## config.mk

```make
export PLATFORM = sky130hd
export DESIGN_NAME = pong_display_seq_flat
export DESIGN_NICKNAME = d
export VERILOG_FILES = /design/src/rtl/pong_display_seq_if.sv /design/src/rtl/pong_display_seq.sv /design/src/flat_wrapper.sv
export SDC_FILE = /design/constraint.sdc
export NUM_CORES = 1
export LEC_CHECK = 0
export ABC_CLOCK_PERIOD_IN_PS = 4500
export CAP_MARGIN = 30
export CELL_PAD_IN_SITES_DETAIL_PLACEMENT = 1
export CELL_PAD_IN_SITES_GLOBAL_PLACEMENT = 1
export CORE_ASPECT_RATIO = 1.4
export CORE_MARGIN = 4
export CORE_UTILIZATION = 42
export CTS_CLUSTER_DIAMETER = 200
export DETAILED_ROUTE_END_ITERATION = 12
export HOLD_SLACK_MARGIN = 0.1
export PLACE_DENSITY = 0.93
export SLEW_MARGIN = 25
export SYNTH_ARGS = -nofsm -noshare
export SYNTH_HDL_FRONTEND = slang
export SYNTH_SLANG_ARGS = --single-unit
```

## constraint.sdc

```tcl
create_clock -name clk -period 4.5 [get_ports clk]
set_clock_uncertainty 0.1 [all_clocks]
set_input_delay 1.35 -clock clk [delete_from_list [all_inputs] [get_ports clk]]
set_output_delay 1.35 -clock clk [all_outputs]
set_load 0.1 [all_outputs]
```

## src/rtl/pong_display_seq_if.sv

```systemverilog
`default_nettype none
// ============================================================================
// Module   : pong_display_seq_if
// Brief    : Game events in and display qualifiers out for the Pong sequencer.
// Revision : 1.0 - initial release
// ============================================================================
interface pong_display_seq_if;
    logic       frame_start;
    logic       start_btn;
    logic       p1_scored;
    logic       p2_scored;
    logic       game_over;
    logic       ball_show;
    logic       paddles_show;
    logic [1:0] lives_show;
    logic [5:0] border_color;
    logic       serve_go;
    logic [2:0] state;

    modport master (
        output frame_start, start_btn, p1_scored, p2_scored, game_over,
        input  ball_show, paddles_show, lives_show, border_color, serve_go, state
    );

    modport slave (
        input  frame_start, start_btn, p1_scored, p2_scored, game_over,
        output ball_show, paddles_show, lives_show, border_color, serve_go, state
    );
endinterface
`default_nettype wire

```

## src/rtl/pong_display_seq.sv

```systemverilog
`default_nettype none
// ============================================================================
// Module   : pong_display_seq
// Brief    : Game-phase sequencer driving ball/paddle/lives/border qualifiers.
// Revision : 1.0 - initial release
// ============================================================================
module pong_display_seq #(
    parameter int unsigned SERVE_FRAMES  = 60,
    parameter int unsigned FLASH_FRAMES  = 32,
    parameter int unsigned BLINK_LOG2    = 3,
    parameter logic [5:0]  BORDER_NORMAL = 6'b111111,
    parameter logic [5:0]  BORDER_FLASH  = 6'b110000
) (
    input  wire logic          clk,
    input  wire logic          reset,
    pong_display_seq_if.slave  bus
);

    typedef enum logic [2:0] {
        ST_ATTRACT     = 3'd0,
        ST_SERVE       = 3'd1,
        ST_PLAY        = 3'd2,
        ST_SCORE_FLASH = 3'd3,
        ST_GAMEOVER    = 3'd4
    } state_t;

    localparam logic [6:0] c_SERVE_LAST = 7'(SERVE_FRAMES - 1);
    localparam logic [6:0] c_FLASH_LAST = 7'(FLASH_FRAMES - 1);
    localparam logic [6:0] c_CNT_MAX    = 7'd127;

    state_t     r_state, w_state_nxt;
    logic [6:0] r_cnt, w_cnt_nxt;
    logic [1:0] r_mask, w_mask_nxt;
    logic       r_ball, w_ball_nxt;
    logic       r_paddles;
    logic [1:0] r_lives, w_lives_nxt;
    logic [5:0] r_border, w_border_nxt;
    logic       r_go, w_go_nxt;
    logic       w_blink;

    always_ff @(posedge clk or posedge reset) begin
        if (reset) begin
            r_state   <= ST_ATTRACT;
            r_cnt     <= 7'd0;
            r_mask    <= 2'b00;
            r_ball    <= 1'b0;
            r_paddles <= 1'b1;
            r_lives   <= 2'b11;
            r_border  <= BORDER_NORMAL;
            r_go      <= 1'b0;
        end else begin
            r_state   <= w_state_nxt;
            r_cnt     <= w_cnt_nxt;
            r_mask    <= w_mask_nxt;
            r_ball    <= w_ball_nxt;
            r_paddles <= 1'b1;
            r_lives   <= w_lives_nxt;
            r_border  <= w_border_nxt;
            r_go      <= w_go_nxt;
        end
    end

    always_comb begin
        w_state_nxt  = r_state;
        w_mask_nxt   = r_mask;
        w_go_nxt     = 1'b0;
        w_cnt_nxt    = r_cnt;
        w_blink      = 1'b0;
        w_ball_nxt   = 1'b0;
        w_lives_nxt  = 2'b11;
        w_border_nxt = BORDER_NORMAL;

        case (r_state)
            ST_ATTRACT: begin
                if (bus.start_btn) w_state_nxt = ST_SERVE;
            end
            ST_SERVE: begin
                if (bus.frame_start && (r_cnt == c_SERVE_LAST)) begin
                    w_state_nxt = ST_PLAY;
                    w_go_nxt    = 1'b1;
                end
            end
            ST_PLAY: begin
                // Game over outranks any point scored in the same cycle.
                if (bus.game_over) begin
                    w_state_nxt = ST_GAMEOVER;
                end else if (bus.p1_scored || bus.p2_scored) begin
                    w_state_nxt = ST_SCORE_FLASH;
                    w_mask_nxt  = {bus.p1_scored, bus.p2_scored};
                end
            end
            ST_SCORE_FLASH: begin
                if (bus.frame_start && (r_cnt == c_FLASH_LAST)) begin
                    w_state_nxt = bus.game_over ? ST_GAMEOVER : ST_SERVE;
                    w_mask_nxt  = 2'b00;
                end
            end
            ST_GAMEOVER: begin
                if (bus.start_btn) w_state_nxt = ST_SERVE;
            end
            default: begin
                w_state_nxt = ST_ATTRACT;
                w_mask_nxt  = 2'b00;
            end
        endcase

        if (w_state_nxt != r_state)
            w_cnt_nxt = 7'd0;
        else if (bus.frame_start && (r_cnt != c_CNT_MAX))
            w_cnt_nxt = r_cnt + 7'd1;

        // Outputs are decoded from the next-cycle view so they line up with the registered state.
        w_blink = w_cnt_nxt[BLINK_LOG2];
        case (w_state_nxt)
            ST_SERVE: w_ball_nxt = w_blink;
            ST_PLAY:  w_ball_nxt = 1'b1;
            ST_SCORE_FLASH: begin
                w_lives_nxt[1] = w_mask_nxt[1] ? w_blink : 1'b1;
                w_lives_nxt[0] = w_mask_nxt[0] ? w_blink : 1'b1;
                w_border_nxt   = w_blink ? BORDER_NORMAL : BORDER_FLASH;
            end
            ST_GAMEOVER: w_border_nxt = BORDER_FLASH;
            default: ;
        endcase
    end

    assign bus.ball_show    = r_ball;
    assign bus.paddles_show = r_paddles;
    assign bus.lives_show   = r_lives;
    assign bus.border_color = r_border;
    assign bus.serve_go     = r_go;
    assign bus.state        = r_state;

endmodule
`default_nettype wire

```

## src/flat_wrapper.sv

```systemverilog
// flat-port wrapper written by rule: the top's interface ports become plain ports
module pong_display_seq_flat 
#(
    parameter int unsigned SERVE_FRAMES  = 60,
    parameter int unsigned FLASH_FRAMES  = 32,
    parameter int unsigned BLINK_LOG2    = 3,
    parameter logic [5:0]  BORDER_NORMAL = 6'b111111,
    parameter logic [5:0]  BORDER_FLASH  = 6'b110000
)
  (clk, reset, bus_frame_start, bus_start_btn, bus_p1_scored, bus_p2_scored, bus_game_over, bus_ball_show, bus_paddles_show, bus_lives_show, bus_border_color, bus_serve_go, bus_state);
  pong_display_seq_if bus_i ();
  input  wire logic clk;
  input  wire logic reset;
  input wire logic [$bits(bus_i.frame_start)-1:0] bus_frame_start;
  input wire logic [$bits(bus_i.start_btn)-1:0] bus_start_btn;
  input wire logic [$bits(bus_i.p1_scored)-1:0] bus_p1_scored;
  input wire logic [$bits(bus_i.p2_scored)-1:0] bus_p2_scored;
  input wire logic [$bits(bus_i.game_over)-1:0] bus_game_over;
  output wire logic [$bits(bus_i.ball_show)-1:0] bus_ball_show;
  output wire logic [$bits(bus_i.paddles_show)-1:0] bus_paddles_show;
  output wire logic [$bits(bus_i.lives_show)-1:0] bus_lives_show;
  output wire logic [$bits(bus_i.border_color)-1:0] bus_border_color;
  output wire logic [$bits(bus_i.serve_go)-1:0] bus_serve_go;
  output wire logic [$bits(bus_i.state)-1:0] bus_state;
  assign bus_i.frame_start = bus_frame_start;
  assign bus_i.start_btn = bus_start_btn;
  assign bus_i.p1_scored = bus_p1_scored;
  assign bus_i.p2_scored = bus_p2_scored;
  assign bus_i.game_over = bus_game_over;
  assign bus_ball_show = bus_i.ball_show;
  assign bus_paddles_show = bus_i.paddles_show;
  assign bus_lives_show = bus_i.lives_show;
  assign bus_border_color = bus_i.border_color;
  assign bus_serve_go = bus_i.serve_go;
  assign bus_state = bus_i.state;
  pong_display_seq #(.SERVE_FRAMES(SERVE_FRAMES), .FLASH_FRAMES(FLASH_FRAMES), .BLINK_LOG2(BLINK_LOG2), .BORDER_NORMAL(BORDER_NORMAL), .BORDER_FLASH(BORDER_FLASH)) u_core (.clk(clk), .reset(reset), .bus(bus_i));
endmodule
```

# --- Word-level counts from Yosys, hierarchy flattened ---
# Index checks and enable logic that the tools add are counted.
word_totals:
  regBits: 22
  word_cells: 50
  in_bits: 7
  out_inout_bits: 14
classes:
  reduce_logical: 8
  eq_ne: 12
  muxes: 21
  addsub: 1
ops:
  columns: ["operator", "n"]
  rows:
  - ["$mux W3", 6]
  - ["$mux W7", 2]
  - ["$eq A3 B2 Y1 const B", 4]
  - ["$pmux W3 S4", 1]
  - ["$pmux W6 S2", 1]
  - ["$mux W2", 4]
  - ["$add A7 B1 Y7 const B", 1]
  - ["$eq A7 B5 Y1 const B", 1]
  - ["$eq A7 B6 Y1 const B", 1]
  - ["$ne A7 B7 Y1 const B", 1]
  - ["$eq A3 B1 Y1 const B", 2]
  - ["$eq A3 B3 Y1 const B", 2]
  - ["$pmux W2 S3", 1]
  - ["$mux W1", 4]
  - ["$mux W4", 1]
  - ["$logic_and A1 B1 Y1", 3]
  - ["$logic_not A3 Y1", 1]
  - ["$ne A3 B3 Y1", 1]
  - ["$reduce_or A3 Y1", 1]
  - ["$pmux W1 S2", 1]
  - ["$reduce_bool A2 Y1", 1]
  - ["$reduce_or A2 Y1", 1]
  - ["$logic_or A1 B1 Y1", 1]

# --- Logic depth before layout (Yosys ltp) ---
depth:
  depth_word: 8
  depth_mapped: 6
  depth_no_buf: 6

# --- Worst setup path before layout ---
# Ideal clock, no wire load.
synth_timing:
  path_kind: "register -> output"
  startpoint: "reg, netlist name u_core.bus.border_color[2]"
  endpoint: "out bus_border_color[1]"
  path_stages_with_launch: 2
  path_buffers: 1
  arrival_ns: 1.237
  required_ns: 3.050
  slack_ns: 1.813
  cell_sequence: "dfstp_2 -> buf_4"
synth_rtl:
  columns: ["item", "line", "text"]
  rows:
  - ["end, declared", "flat_wrapper.sv:22", "output wire logic [$bits(bus_i.border_color)-1:0] bus_border_color;"]

# --- Worst setup path after layout ---
layout_timing:
  startpoint: "reg u_core.r_state[0] (netlist: u_core.bus.state[0])"
  endpoint: "out bus_state[0]"
layout_rtl:
  columns: ["item", "line", "text"]
  rows:
  - ["start, declared", "pong_display_seq.sv:31", "state_t r_state, w_state_nxt;"]
  - ["start signal, assigned", "pong_display_seq.sv:52", "r_state <= w_state_nxt;"]
  - ["end, declared", "flat_wrapper.sv:24", "output wire logic [$bits(bus_i.state)-1:0] bus_state;"]
# No word-level cell between the ends.

==> results_dict.tcl <==
set metrics [dict create \
    htree_levels 1 \
    synth_cell_type_count 45 \
    hp-class "flip-flop to flip-flop" \
    syn_area_um2 1050 \
    synth_ff_type "dfrtp_1" \
    crit_path_end_kind "primary output" \
    num_io_pins 21 \
    path_cells "clkdlybuf4s50_1" \
    fin_crit_sh 0.785 \
    dieArea_um2 3390 \
    ys_seq_area_frac 0.407 \
    ys_warn_count 0 \
    drv_cap 0 \
    grt_pass1_vias 806 \
    setup_tns_ps 0 \
    die_y_um 67.3 \
    rsz0062_at_grt "false" \
    min_period_ps 3530 \
    via_count 759 \
    grt-ovfl-total 0 \
    crit_family "buffers and inverters" \
    cts_num_sinks 17 \
    crit_buf_inv 1 \
    num_antenna_cells 0 \
    rows 21 \
    swShare 0.385 \
    worstPathRequired_ps 3050 \
    fillers 250 \
    worst_pin_slew_ps 1010 \
    cts.path.max_buffers 2 \
    drive_gt1_frac 0.223 \
    setup_viol 0 \
    clk_latency_ps 280 \
    synth_top_family_by_area "simple AND/OR/NAND/NOR gates" \
    synth_area_leaders "dfrtp_1 (33%), dfstp_2 (7.5%), buf_4 (4.3%), nor2_1 (3.6%), buf_6 (3.2%)" \
    port_buffers 17 \
    combPwrFrac 0.328 \
    via_per_inst 5.20 \
    routabilityCongestion 0.843 \
    met2_wirelength_um 1230 \
    nets 121 \
    core_area_um2 2390 \
    wl_um 2190 \
    crit_slowest_cell "clkdlybuf4s50_1" \
    maxUsedRoutingLayer "met4" \
    seq_power_share 0.487 \
    slowest_delay_ps 1210 \
    async_reset_ff_frac 1.00 \
    start_kind "flip-flop" \
    synthXorXnorAreaFrac 0.0415 \
    yosys_register_bits 17 \
    slew_headroom 0.327 \
    clk_pin_slew_ps 90 \
    post_cts_buffers 0 \
    dp_cells 142 \
    initial_utilization 0.441 \
    syn_to_final_growth_pct 15.9 \
    hold_violations 0 \
    wl_per_cell_um 15.0 \
    p_int_mw 0.259 \
    drc 0 \
    post-synth-top-area-cell "dfrtp_1" \
    die_w_um 50.4 \
    cts_resized 0 \
    ant_nets 0 \
    dr.pass1.iters 4 \
    utilization 0.511 \
    ir_worst_vdd_uv 306 \
    synth.avg_cell_area_um2 10.8 \
    wl_met3_um 47 \
    fin_area_um2 1220 \
    pwr-share-clk 0.185 \
    place_hpwl_um 1740 \
    crit_type "flip-flop to primary output" \
    ctsHoldBuffers 0 \
    grt.total_usage 0.152 \
    drtIter0Drc 16 \
    routedLengthMet1_um 882 \
    grt_pass1_wl_um 3820 \
    synth-simple-area-share 0.248 \
    layout.cells.non_filler 146 \
    synthMuxAreaShare 0.0202 \
    synthCells 98 \
    cp_max_fo 11 \
    synth_edf_count 0 \
    fmax_ghz 0.283 \
    antenna_found_initial 0 \
    synth_compound_area_frac 0.172 \
    place_area_um2 1200 \
    power.density_nw_per_um2 344 \
    synth_top_area_frac 0.332 \
    holdWs_ps 430 \
    finalMaxSlewViolations 0 \
    cts_tree "yes" \
    grt_max_degree 18 \
    synth-adder-area-share 0.0119 \
    arrival_ps 2080 \
    numCtsBuffers 3 \
    switchingPower_mw 0.162 \
    leakage_nw 0.529 \
    cts-root-buf "clkbuf_4" \
    status "finished clean" \
]
-- synth_stat cells (2+ instances only) --
cell type / n
a21oi_1: 3
a31o_2: 2
and4b_4: 2
buf_4: 6
buf_6: 3
dfrtp_1: 14
dfstp_2: 3
inv_1: 6
nand2_1: 7
nand2b_1: 2
nand4_1: 2
nor2_1: 10
nor3_1: 2
or3b_1: 2
xnor2_1: 3
xor2_1: 2
-- path summary, 6_finish.rpt --
path                                          start                    to  slack, ps  cells after the start
worst max-delay path            u_core.bus.state[0]          bus_state[0]        970                      1
worst min-delay path               u_core.r_mask[1]      u_core.r_mask[1]        430                      1
worst max register to register      u_core.r_cnt[0]  u_core.bus.ball_show       2420                      6
worst min register to register     u_core.r_mask[1]      u_core.r_mask[1]        430                      1
max in group asynchronous                     reset      u_core.r_mask[0]       2570                      2
min in group asynchronous                     reset   u_core.bus.state[0]       1330                      2
-- registers in the layout (all words and copies together), names as in the netlist --
signal,cells
u_core.bus.border_color,1
u_core.r_cnt,7
u_core.bus.lives_show,2
u_core.bus.ball_show,1
u_core.bus.serve_go,1
u_core.r_mask,2
u_core.bus.state,3
-- cells in the final DEF, fill, tap and decap left out, types with 2 or more instances in the layout --
master / instances
nor2_1: 10
dfstp_2: 3
nor3_1: 2
nand2_1: 7
xnor2_1: 3
nand4_1: 2
xor2_1: 2
and4b_4: 2
clkdlybuf4s50_1: 17
conb_1: 3
inv_1: 6
nand2b_1: 2
a31o_2: 2
clkbuf_4: 3
a21oi_1: 3
or3b_1: 2
dfrtp_1: 14
-- power by group through the flow --
stage	Clock, mW	Sequential [mW]	Combinational, mW
after floorplan	0	0.225	0.0948
after global placement	0	0.205	0.135
final	0.0779	0.205	0.138
after detailed placement	0	0.208	0.139
after global routing	0.0906	0.210	0.152
after CTS	0.0829	0.205	0.140
-- cells by family (layout without fill, tap and decap cells) --
family	count (synthesis)	after routing
buffers and inverters	15	27
adder cells (fa/ha/maj)	1	1
multiplexers	2	2
flip-flops	17	17
other	1	3
AND/OR/NAND/NOR	39	39
XOR/XNOR	5	5
AO/OA/AOI/OAI	18	18
-- layer usage --
layer	vias up	global-route usage
met5	-	0
met3	2	0.0221
met4	0	0.0909
met1	380	0.168
li1	369	-
met2	8	0.275
-- metrics by stage --
step	setup slack, ps	total power, mW
finish	966	0.420
global route	907	0.453
CTS	959	0.428
detailed placement	1260	0.346
global placement	1310	0.340
floorplan	1810	0.319
-- final cells by class --
| cell class | count | area (um^2) | share of cell area |
|---|---|---|---|
| Clock buffer | 4 | 26.3 | 0.0215 |
| Inverter | 6 | 22.5 | 0.0184 |
| Multi-Input combinational cell | 68 | 532 | 0.435 |
| Sequential cell | 17 | 429 | 0.351 |
| Tap cell | 34 | 42.5 | 0.0348 |
| Timing Repair Buffer | 17 | 170 | 0.139 |
(Power assumes the default switching activity.)
